## src/rtl/pc_sequencer.sv

```systemverilog
// Program-counter sequencer: holds the fetch PC and picks the next one from
// sequential, branch, jump, trap and trap-return sources, with stall and halt.
module pc_sequencer #(
    parameter int unsigned     XLEN         = 32,
    parameter logic [XLEN-1:0] RESET_VECTOR = '0,
    parameter logic [XLEN-1:0] TRAP_VECTOR  = XLEN'(32'h0000_0100),
    parameter int unsigned     ALIGN_BITS   = 2,
    parameter int unsigned     CNT_W        = 32
) (
    input  logic             clk,
    input  logic             reset,
    input  logic             stall,
    input  logic             branch_taken,
    input  logic [XLEN-1:0]  branch_target,
    input  logic             jump,
    input  logic [XLEN-1:0]  jump_target,
    input  logic             trap_req,
    input  logic             mret,
    input  logic             halt_req,
    input  logic             resume,
    output logic [XLEN-1:0]  pc,
    output logic [XLEN-1:0]  pc_plus4,
    output logic             pc_valid,
    output logic             misaligned,
    output logic [XLEN-1:0]  epc,
    output logic [CNT_W-1:0] instret,
    output logic [1:0]       state
);

    typedef enum logic [1:0] {
        BOOT = 2'd0,
        RUN  = 2'd1,
        HALT = 2'd2
    } state_t;

    localparam logic [XLEN-1:0] ALIGN_MASK = (XLEN'(1) << ALIGN_BITS) - XLEN'(1);

    state_t            state_q, state_d;
    logic [XLEN-1:0]   pc_q, pc_d;
    logic [XLEN-1:0]   epc_q, epc_d;
    logic [CNT_W-1:0]  cnt_q, cnt_d;
    logic              mis_q, mis_d;
    logic [XLEN-1:0]   tgt;
    logic [CNT_W-1:0]  cnt_inc;

    assign pc_plus4 = pc_q + XLEN'(4);
    assign cnt_inc  = cnt_q + CNT_W'(1);

    // Jump targets always have bit 0 dropped; jump beats branch.
    assign tgt = jump ? {jump_target[XLEN-1:1], 1'b0} : branch_target;

    always_comb begin
        state_d = state_q;
        pc_d    = pc_q;
        epc_d   = epc_q;
        cnt_d   = cnt_q;
        mis_d   = 1'b0;
        unique case (state_q)
            BOOT: state_d = RUN;
            RUN: begin
                if (trap_req) begin
                    epc_d = pc_q;
                    pc_d  = TRAP_VECTOR;
                end else if (stall) begin
                    pc_d = pc_q;
                end else if (halt_req) begin
                    pc_d    = pc_plus4;
                    state_d = HALT;
                    cnt_d   = cnt_inc;
                end else if (mret) begin
                    pc_d  = epc_q;
                    cnt_d = cnt_inc;
                end else if (jump || branch_taken) begin
                    if ((tgt & ALIGN_MASK) != '0) begin
                        epc_d = pc_q;
                        pc_d  = TRAP_VECTOR;
                        mis_d = 1'b1;
                    end else begin
                        pc_d  = tgt;
                        cnt_d = cnt_inc;
                    end
                end else begin
                    pc_d  = pc_plus4;
                    cnt_d = cnt_inc;
                end
            end
            HALT: begin
                if (resume) begin
                    state_d = RUN;
                end
            end
            default: state_d = BOOT;
        endcase
    end

    always_ff @(posedge clk or posedge reset) begin
        if (reset) begin
            state_q <= BOOT;
            pc_q    <= RESET_VECTOR;
            epc_q   <= '0;
            cnt_q   <= '0;
            mis_q   <= 1'b0;
        end else begin
            state_q <= state_d;
            pc_q    <= pc_d;
            epc_q   <= epc_d;
            cnt_q   <= cnt_d;
            mis_q   <= mis_d;
        end
    end

    assign pc         = pc_q;
    assign epc        = epc_q;
    assign instret    = cnt_q;
    assign misaligned = mis_q;
    assign state      = state_q;
    assign pc_valid   = (state_q == RUN);

endmodule

```

## config.mk

```make
export PLATFORM = sky130hd
export DESIGN_NAME = pc_sequencer
export DESIGN_NICKNAME = d
export VERILOG_FILES = /design/src/rtl/pc_sequencer.sv
export SDC_FILE = /design/constraint.sdc
export NUM_CORES = 1
export LEC_CHECK = 0
export ABC_AREA = 1
export CAP_MARGIN = 5
export CORE_UTILIZATION = 42
export CTS_CLUSTER_SIZE = 16
export DETAILED_ROUTE_END_ITERATION = 12
export PLACE_DENSITY = 0.74
export SLEW_MARGIN = 20
export SYNTH_ARGS = -nofsm -noshare
export SYNTH_HDL_FRONTEND = slang
export SYNTH_SLANG_ARGS = --single-unit
export TNS_END_PERCENT = 5
```

## constraint.sdc

```tcl
create_clock -name clk -period 3.5 [get_ports clk]
set_input_delay 1.05 -clock clk [delete_from_list [all_inputs] [get_ports clk]]
set_output_delay 1.05 -clock clk [all_outputs]
set_load 0.02 [all_outputs]
```

# Yosys cells after proc, flatten, opt, wreduce, memory -nomap -nowiden
# Cells that the tools add are included.
# word_totals
wordCells,57
reg_bits,99
in_bits,73
# classes
eq_ne,10
bitwise,2
mux,29
n_addsub,2
reduce_logical,9
# ops
op,n
two-way mux 32 bit,17
adder 32 x 1 -> 32 bit (second input constant),1
adder 32 x 3 -> 32 bit (second input constant),1
nonzero test 32 bit,1
!= test 2 bit (second input constant),6
two-way mux 2 bit,4
AND reduction 4 bit,2
two-way mux 1 bit,7
case mux 2 bit (3 select lines),1
AND reduction 6 bit,1
!= test 4 bit (second input constant),1
nonzero test 2 bit,2
== test 2 x 1 -> 1 bit (second input constant),1
== test 2 bit (second input constant),1
logical NOT 2 bit,1
!= test 2 x 1 -> 1 bit (second input constant),1
NOT 1 bit,2
AND reduction 2 bit,1
logical OR 1 bit,1

# Longest topological paths before layout
# Gate-level depths: netlist of the first run.
# depth
depth_word,9
ltp_mapped,11
ltp_nobuf,10

# Worst setup path before layout of the first run
# OpenSTA, ideal clock, no wires.
# synth_timing
path_kind,reg2out
from,"register pc_q[3], in the netlist pc[3]"
to,output port pc_plus4[12]
setup_slack_ps,902
path_stages_with_launch,8
arrival_time_ps,1548
required_time_ps,2450
path_cell_list,dfrtp_1 > ha_1 > nand2_1 > nor2_1 > nand2_1 > nor2_1 > xor2_1 > inv_1
# synth_between
elab_chain_cells,1
# synth_lines
item,line,text
from (decl),39,"logic [XLEN-1:0] pc_q, pc_d;"
from (signal assigned),105,pc_q <= pc_d;
adder 32 x 3 -> 32 bit,46,assign pc_plus4 = pc_q + XLEN'(4);
to (decl),22,"output logic [XLEN-1:0] pc_plus4,"
# No other way between the ends.

# Worst setup path after layout of the first run
# layout_timing
from,"register pc_q[2], in the netlist pc[2]"
to,output port pc_plus4[24]
# Same word-level chain as after synthesis.

==> results.yml, run 1 <==
route:
  routed_wl_mm: 19.8
  dr.first_iter.drc_count: 550
  wl_per_cell_um: 14.8
  vias_per_cell: 5.01
  route.vias.total: 6703
  route.detailed.drc: 0
  final_antenna_net_count: 0
  drt_pre_antenna_iters: 8
critical_path:
  cp.arrival_ns: 2.42
  crit_path_max_incr_delay_ns: 0.61
  path_max_fanout: 7
  crit_top_cell: "nand2_1"
  path_cells: "ha_1 > nand2_1 > nor2_1 > nand2_2 > nor2_2 > nand3_1 > nand2_1 > clkdlybuf4s50_1"
  reg2reg_slack_ns: 1.64
  slowest_stage: "clkdlybuf4s50_1"
  startpoint_type: "flip-flop"
  required_ns: 2.45
  endpoint_kind: "primary output"
  path_class: "reg -> out"
placement:
  port-buffer-count: 203
  routabilityCongestion: 0.912
  placed_area_um2: 8440
  place_hpwl_mm: 14.7
timing:
  min_period_ns: 3.47
  slew_violations: 0
  tns_ns: 0
  skew_ns: 0.00912
  clock.fmax_mhz: 289
  whs_ns: 0.513
  period_share: 0.990
  rsz0062_at_grt: "yes"
  setup_violations: 0
  slew-limit-headroom: 0.599
  hold_viol_final: 0
  tightest_slew_ns: 0.601
global_route:
  first_global_vias: 6317
  grt_pass1_wl_mm: 31.7
  grt_max_degree: 100
  antenna_found_initial: 0
  grtUsageTotal: 0.274
  overflow: 0
power_and_ir_drop:
  power_mw: 4.51
  ir_drop_v: 0.000292
  p_leak_nw: 4.09
  powerDensity_nw_per_um2: 515
clock_tree:
  clockRootBuffer: "clkbuf_16"
  cts_hold_buf: 0
  h-tree-depth: 3
  cts_setup_buffers: 0
  numCtsBuffers: 9
  clk_latency_ns: 0.36
  path_clk_slew_ns: 0.07
  clock_path_buffers: 2
  cts_resized: 8
  clock_sinks: 99
  cts_tree: "done"
die:
  die_w_um: 123
  initial_core_util: 0.438
  ios: 205
  core_um2: 14100
  rows: 43
  die_y_um: 123
  dieArea_um2: 15200
logic_synthesis:
  yosysTopAreaCell: "dfrtp_1"
  synthTopCellsByArea: "dfrtp_1 40%, nand2_1 25%, nor2_1 7.4%, inv_1 4.9%, nand3_1 4.9%"
  synth-simple-area-share: 0.401
  synth_top_area_share: 0.401
  ys_warn_count: 0
  synth_seq_cells: 99
  syn_area_per_cell_um2: 6.49
  synth_top_family_by_area: "simple AND/OR/NAND/NOR gates"
  synth_xor_area_frac: 0.0354
  muxShareOfSynthArea: 0
  synth_area_um2: 6180
  synth_fa_ha_area_frac: 0.00405
  syn_nets: 1027
  netlist_instances: 952
  synth.distinct_cells: 29
  seq_area_frac_synth: 0.401
  synth_compound_area_frac: 0.0842
cells_and_area:
  nets: 1227
  drive_above_1_share: 0.0449
  diodes: 0
  syn_to_final_growth_pct: 42.0
  final_cell_area_um2: 8770
worst_hold_path:
  holdCritPathClass: "reg -> reg"
status:
  status: "completed"
run:
  drv_cap: 0
==> report_power, final <==
group	total (mW)	switching, mW	internal (mW)	leakage [nW]
combinational	1.91	1.08	0.828	2.61
clock	0.963	0.442	0.521	0.137
sequential	1.64	0.272	1.37	1.34
==> metal layers <==
metal / part of all wire / up-vias / GRT usage
met2: 0.47 / 246 / 0.437
met4: 0.026 / 0 / 0.117
met1: 0.44 / 3045 / 0.360
met3: 0.067 / 37 / 0.0581
li1: - / 3375 / -
met5: 0 / - / 0
==> cell usage after synthesis <==
cell type and n:
a21boi_0 1, a21oi_1 3, a22o_1 1, a22oi_1 1, buf_2 14, buf_4 4, clkbuf_1 11, dfrtp_1 99
ha_1 2, inv_1 81, inv_2 3, nand2_1 404, nand2_2 2, nand2_4 1, nand3_1 60, nand3_4 1
nand3b_1 8, nand4_1 2, nor2_1 122, nor2_2 4, nor2_4 2, nor3_1 9, o21ai_0 46, o21ai_1 39
o21ai_2 1, o21ai_4 1, o22ai_1 5, xnor2_1 2, xor2_1 23
==> critical path: cells and delay by family (launching register included) <==
kind,cells,cell delay [ns]
and+or+nand+nor,6,0.83
buffers and inverters,1,0.61
DFF,1,0.39
adders and majority gates,1,0.23
==> per-stage QoR <==
step | util | worst slack (ns) | std cells
after floorplan | - | 0.902 | 952
after detailed placement | 0.599 | 0.218 | 1321
final | 0.622 | 0.0340 | 1337
after global routing | 0.622 | -0.0979 | 1337
after global placement | 0.599 | 0.242 | 1321
after CTS | 0.620 | 0.0128 | 1337
==> registers in the layout (all words and copies together) (netlist names) <==
register,flops
state,2
epc,32
misaligned,1
instret,32
pc,32
==> layout make-up <==
cell class,count,area (um^2)
clock buffer,14,264
timing repair buffer,218,2190
multi-input combinational,740,3280
clock inverter,2,10.0
sequential,99,2480
fill,1308,5320
tap,180,225
inverter,84,319
==> final timing paths <==
| path | startpoint | endpoint | cells past startpoint |
|---|---|---|---|
| max reg2reg | instret[0]$_DFFE_PP0P_ | instret[20]$_DFFE_PP0P_ | 10 |
| max | pc[2]$_DFFE_PP0P_ | pc_plus4[24] | 8 |
| min | epc[20]$_DFFE_PP0P_ | epc[20]$_DFFE_PP0P_ | 2 |
| min in group asynchronous | reset | state[0]$_DFFE_PP0P_ | 3 |
| max in group asynchronous | reset | pc[4]$_DFFE_PP0P_ | 3 |
| min reg2reg | epc[20]$_DFFE_PP0P_ | epc[20]$_DFFE_PP0P_ | 2 |
==> cell usage in the layout, fill, tap and decap left out, types with 5 or more instances in the layout <==
cell,instances
clkdlybuf4s50_1,194
nand3b_1,8
buf_4,13
o22ai_1,5
nor3_1,9
dfrtp_1,98
nor2_1,116
xor2_1,23
dlymetal6s2s_1,9
nand2_1,403
clkbuf_16,9
nor2_2,6
o21ai_1,40
inv_1,80
nand3_1,60
nor2_4,6
o21ai_0,45
==> cell families (layout without fill, tap and decap cells) <==
logic type | after synthesis | count (layout)
AND/OR/NAND/NOR | 615 | 615
buffers and inverters | 113 | 318
flip-flops | 99 | 99
AO/OA/AOI/OAI | 98 | 98
XOR/XNOR | 25 | 25
adder cells (fa/ha/maj) | 2 | 2
No activity file was read; power rests on OpenSTA's default activity.
==> run 2: changes to the inputs <==
CORE_MARGIN = 2   (was unset)
==> run 2 against run 1 <==
  * Sequential power about the same
  * Routed wire length increased by 2.2%
  * Combinational power about the same
  * Die area increased by 3.3%
  * Sequential cell count unchanged
  * Register-to-register slack got worse by 0.05 ns
  * Clock skew decreased by 0.0024 ns
  * Maximum frequency increased by 2.6%
  * Via count increased by 0.36%
  * Clock-buffer cell count decreased by 2
  * Final cell count about the same
  * Largest cell class unchanged
==> results.yml, run 2 (same netlist as run 1, synthesis figures left out) <==
global_route:
  grtUsageTotal: 0.259
  antenna_found_initial: 0
  overflow: 0
  grt_pass1_wl_mm: 32.6
  first_global_vias: 6453
  grt_max_degree: 81
critical_path:
  required_ns: 2.45
  path_max_fanout: 7
  endpoint_kind: "primary output"
  cp_num_buf_inv: 2
  cp.arrival_ns: 2.33
  path_class: "reg -> out"
  startpoint_type: "flip-flop"
  slowest_stage: "clkdlybuf4s50_1"
  path_cells: "ha_1 > nand2_1 > nor2_2 > nand2_4 > nor2_4 > xor2_1 > inv_1 > clkdlybuf4s50_1"
  cpLargestDelayFamily: "buffers and inverters"
  crit_path_max_incr_delay_ns: 0.53
die:
  core_um2: 14500
  ios: 205
  initial_core_util: 0.427
  die_y_um: 125
  dieArea_um2: 15700
  rows: 44
  die_w_um: 125
clock_tree:
  cts_setup_buffers: 0
  h-tree-depth: 3
  clock_sinks: 99
  clk_latency_ns: 0.36
  clockRootBuffer: "clkbuf_16"
  numCtsBuffers: 9
  path_clk_slew_ns: 0.07
  clock_path_buffers: 2
  cts_tree: "done"
route:
  routed_wl_mm: 20.2
  route.vias.total: 6727
  wl_per_cell_um: 15.1
  final_antenna_net_count: 0
  route.detailed.drc: 0
  dr.first_iter.drc_count: 475
  drt_pre_antenna_iters: 5
  vias_per_cell: 5.03
timing:
  tns_ns: 0
  slew_violations: 0
  clock.fmax_mhz: 296
  rsz0062_at_grt: "no"
  setup_violations: 0
  tightest_slew_ns: 0.651
  period_share: 0.965
  min_period_ns: 3.38
  skew_ns: 0.00671
  hold_viol_final: 0
  slew-limit-headroom: 0.566
power_and_ir_drop:
  p_leak_nw: 4.12
  power_mw: 4.80
  powerDensity_nw_per_um2: 542
  ir_drop_v: 0.000274
cells_and_area:
  nets: 1224
  final_cell_mix: "403 x nand2_1, 194 x clkdlybuf4s50_1, 115 x nor2_1, 97 x dfrtp_1, 80 x inv_1"
  diodes: 0
  syn_to_final_growth_pct: 43.3
  fill_cells: 1369
  final_cell_area_um2: 8860
  mostFrequentLayoutCell: "nand2_1"
  drive_above_1_share: 0.0459
  fin_util: 0.612
placement:
  placed_area_um2: 8400
  place_hpwl_mm: 14.9
  routabilityCongestion: 0.910
  port-buffer-count: 203
worst_hold_path:
  holdCritPathClass: "reg -> reg"
status:
  status: "completed"
run:
  drv_cap: 0
## run 2: final cells by class
class                           count  area, um^2  share of cell area
Multi-Input combinational cell    741        3300               0.373
Sequential cell                    99        2480               0.280
Timing Repair Buffer              214        2150               0.243
Inverter                           84         319              0.0360
Clock buffer                       12         256              0.0290
Tap cell                          184         230              0.0260
Clock inverter                      4         120              0.0136
## run 2: worst reg2reg max path: stages, from the launching register on
cell and delay, ns:
dfrtp_1 0.37, inv_1 0.07, nor2_2 0.18, o21ai_1 0.12
inv_1 0.39, o21ai_4 0.09, buf_4 0.33, nand2_1 0.17
o21ai_1 0.07
## run 2: through the flow
step | setup slack (ns) | std cells | hold WS, ns
floorplan | 0.902 | 952 | 0.608
global placement | 0.217 | 1321 | 0.488
detailed placement | 0.209 | 1321 | 0.501
CTS | 0.0121 | 1337 | 0.516
global route | 0.00160 | 1338 | 0.532
finish | 0.121 | 1338 | 0.514
## run 2: power breakdown
part | switching, mW | internal [mW]
clock network | 0.450 | 0.811
registers | 0.274 | 1.37
logic | 1.08 | 0.812
total | 1.80 | 3.00
## run 2: worst paths after layout
path                                       from  depth (start not counted)                endpoint  slack, ns
max in group asynchronous                 reset                          3      pc[31]$_DFFE_PP0P_       1.65
min reg2reg                 epc[28]$_DFFE_PP0P_                          2     epc[28]$_DFFE_PP0P_       0.51
min in group asynchronous                 reset                          2  instret[3]$_DFFE_PP0P_       1.07
max                           pc[3]$_DFFE_PP0P_                          8            pc_plus4[14]       0.12
min                         epc[28]$_DFFE_PP0P_                          2     epc[28]$_DFFE_PP0P_       0.51
max reg2reg                state[0]$_DFFE_PP0P_                          8     epc[24]$_DFFE_PP0P_       1.59
## run 2: repair_timing
item	in CTS	in global routing
cloned	0	1
setup endpoints to repair	14	21
resized for setup	9	16
pin swaps	0	1
hold buffers	0	0
## run 2: routing by layer
metal  track usage  up-vias  share of wire
met1         0.336     3065           0.43
met3        0.0638       44          0.077
li1              -     3367              -
met5             0        -              0
met4        0.0954        0          0.030
met2         0.421      251           0.47
==> run 3: changes to the inputs <==
ABC_AREA = unset   (was 1)
CORE_UTILIZATION = 49   (was 42)
PLACE_DENSITY = 0.84   (was 0.74)
clock period = 3.9 ns   (was 3.5 ns; I/O delays follow)
==> run 3 against run 2 <==
  * Clock skew is essentially flat
  * Clock-buffer cell count unchanged
  * Worst setup slack worse by 0.045 ns
  * Clock power decreased by 17%
  * Design area is 5.7% lower
  * Combinational power down 49%
  * Hold slack worse by 0.035 ns
  * Sequential share of layout area increased by 1.7 points
  * Final cell count shrank 30%
  * Sequential cell count unchanged
  * Largest power group is now sequential cells
==> results.yml, run 3 <==
critical_path:
  crit_path_max_incr_delay_ns: 0.60
  cp.arrival_ns: 2.65
  endpoint_kind: "primary output"
  cpLargestDelayFamily: "simple AND/OR/NAND/NOR gates"
  path_class: "reg -> out"
  required_ns: 2.73
  path_cells: "ha_1 > and3_2 > nand2_1 > or3_1 > nand2_1 > clkdlybuf4s50_1"
  path_max_fanout: 6
  startpoint_type: "flip-flop"
  crit_top_cell: "nand2_1"
  cp_num_buf_inv: 1
  slowest_stage: "clkdlybuf4s50_1"
logic_synthesis:
  synth_top_area_share: 0.434
  synthTopCellsByArea: "dfrtp_1 43%, mux2_2 6.5%, o21ai_0 4.3%, nand2_1 4.2%, xnor2_1 4.1%"
  synth_flop_cell: "dfrtp_1"
  ys_warn_count: 0
  synth_area_um2: 5710
  synth_most_common_cell: "dfrtp_1"
  seq_area_frac_synth: 0.434
  synth_edf_count: 0
  synth_seq_cells: 99
  synthTopCellsByCount: "99 x dfrtp_1, 64 x nand2_1, 49 x o21ai_0"
  syn_area_per_cell_um2: 9.78
  netlist_instances: 584
  ys_async_sr_fraction: 1.00
  synth.distinct_cells: 62
  syn_nets: 659
  yosysTopAreaCell: "dfrtp_1"
route:
  dr.first_iter.drc_count: 401
  route.vias.total: 5655
  route.detailed.drc: 0
  routed_wl_mm: 19.6
  vias_per_cell: 6.06
  final_antenna_net_count: 0
  drt_pre_antenna_iters: 5
  wl_per_cell_um: 21.0
cells_and_area:
  drive_above_1_share: 0.128
  syn_to_final_growth_pct: 46.2
  mostFrequentLayoutCell: "clkdlybuf4s50_1"
  fin_cells: 933
  fin_util: 0.732
  diodes: 0
  final_cell_mix: "203 x clkdlybuf4s50_1, 96 x dfrtp_1, 62 x nand2_1, 49 x o21ai_0, 33 x mux2_2"
  nets: 860
global_route:
  grt_pass1_wl_mm: 30.9
  grt_max_degree: 52
  grtUsageTotal: 0.309
  first_global_vias: 5879
  overflow: 0
  antenna_found_initial: 0
power_and_ir_drop:
  ir_drop_v: 0.000219
  power_mw: 3.27
  powerDensity_nw_per_um2: 392
  p_leak_nw: 3.61
clock_tree:
  numCtsBuffers: 9
  h-tree-depth: 3
  clock_sinks: 99
  clock_path_buffers: 2
  path_clk_slew_ns: 0.07
  cts_setup_buffers: 0
  cts_tree: "done"
  clk_latency_ns: 0.35
  clockRootBuffer: "clkbuf_16"
  cts_hold_buf: 0
timing:
  slew-limit-headroom: 0.441
  slew_violations: 0
  tns_ns: 0
  min_period_ns: 3.82
  skew_ns: 0.00637
  clock.fmax_mhz: 262
  setup_violations: 0
  hold_viol_final: 0
  tightest_slew_ns: 0.838
  rsz0062_at_grt: "yes"
  period_share: 0.980
  whs_ns: 0.479
die:
  die_y_um: 112
  die_w_um: 112
  ios: 205
  rows: 39
  initial_core_util: 0.500
  core_um2: 11400
  dieArea_um2: 12500
run:
  drv_cap: 0
placement:
  place_inst: 917
  port-buffer-count: 203
  place_hpwl_mm: 14.0
  routabilityCongestion: 0.920
worst_hold_path:
  holdCritPathClass: "reg -> reg"
status:
  status: "completed"
run 3: changes by cell type after synthesis, moves of 25 or more:
cell	delta
mux2_2	+33
nand3_1	-42
o21ai_1	-38
inv_1	-59
xnor2_1	+25
nand2_1	-340
nor2_1	-102
run 3: area by class of cell:
cell class | instances | area, um^2
Multi-Input combinational cell | 428 | 3040
Timing Repair Buffer | 225 | 2220
Clock inverter | 4 | 97.6
Inverter | 22 | 85.1
Tap cell | 143 | 179
Fill cell | 851 | 3070
Sequential cell | 99 | 2480
Clock buffer | 12 | 246
run 3: cells by family after synthesis:
kind of cell | share of synthesized area
flip-flops | 0.434
AND/OR/NAND/NOR | 0.191
adder cells (fa/ha/maj) | 0.00438
multiplexers | 0.0843
XOR/XNOR | 0.0751
AO/OA/AOI/OAI | 0.166
buffers and inverters | 0.0458
run 3: worst register-to-register path, cell delays in order, from the launching register on:
cell and delay (ns):
dfrtp_1 0.43, nor4b_4 0.30, o41a_1 0.54, nand3_2 0.41, nor4_1 0.45, xor2_1 0.17
run 3: final timing paths:
kind,endpoint,startpoint,slack (ns),cells after the start
max in group asynchronous,pc[10]$_DFFE_PP0P_,reset,1.89,3
setup / recovery,pc_plus4[12],pc[3]$_DFFE_PP0P_,0.08,6
hold / removal,instret[31]$_DFFE_PP0P_,instret[31]$_DFFE_PP0P_,0.48,1
setup reg to reg,instret[27]$_DFFE_PP0P_,state[1]$_DFFE_PP0P_,1.52,5
min in group asynchronous,epc[8]$_DFFE_PP0P_,reset,1.27,2
hold reg to reg,instret[31]$_DFFE_PP0P_,instret[31]$_DFFE_PP0P_,0.48,1
run 3: stage by stage:
| stage | cell area (um^2) | worst slack (ns) |
|---|---|---|
| 6_report | 8350 | 0.0765 |
| 5_1_grt | 8350 | -0.0371 |
| 4_1_cts | 8320 | -0.0181 |
| 3_5_place_dp | 7950 | -0.00170 |
| 3_3_place_gp | 7920 | 0.113 |
| 2_1_floorplan | 5710 | 0.140 |
run 3: report_power, final:
group | switching, mW | leakage [nW] | internal [mW]
logic | 0.507 | 2.14 | 0.461
registers | 0.135 | 1.30 | 1.13
clock network | 0.394 | 0.163 | 0.646
total | 1.04 | 3.61 | 2.24
run 3: repair_timing:
| item | 4_1_cts | 5_1_grt |
|---|---|---|
| endpoints found under the setup margin | 6 | 11 |
| gates resized for setup | 7 | 8 |
| pin swaps | 0 | 1 |
run 3: layer usage:
metal  wire, um  up-vias  global-route usage
met2       9810      288               0.526
met5          0        -                   0
met4        508        0               0.126
met3       1490       39              0.0512
met1       7790     2785               0.395
li1           -     2543                   -
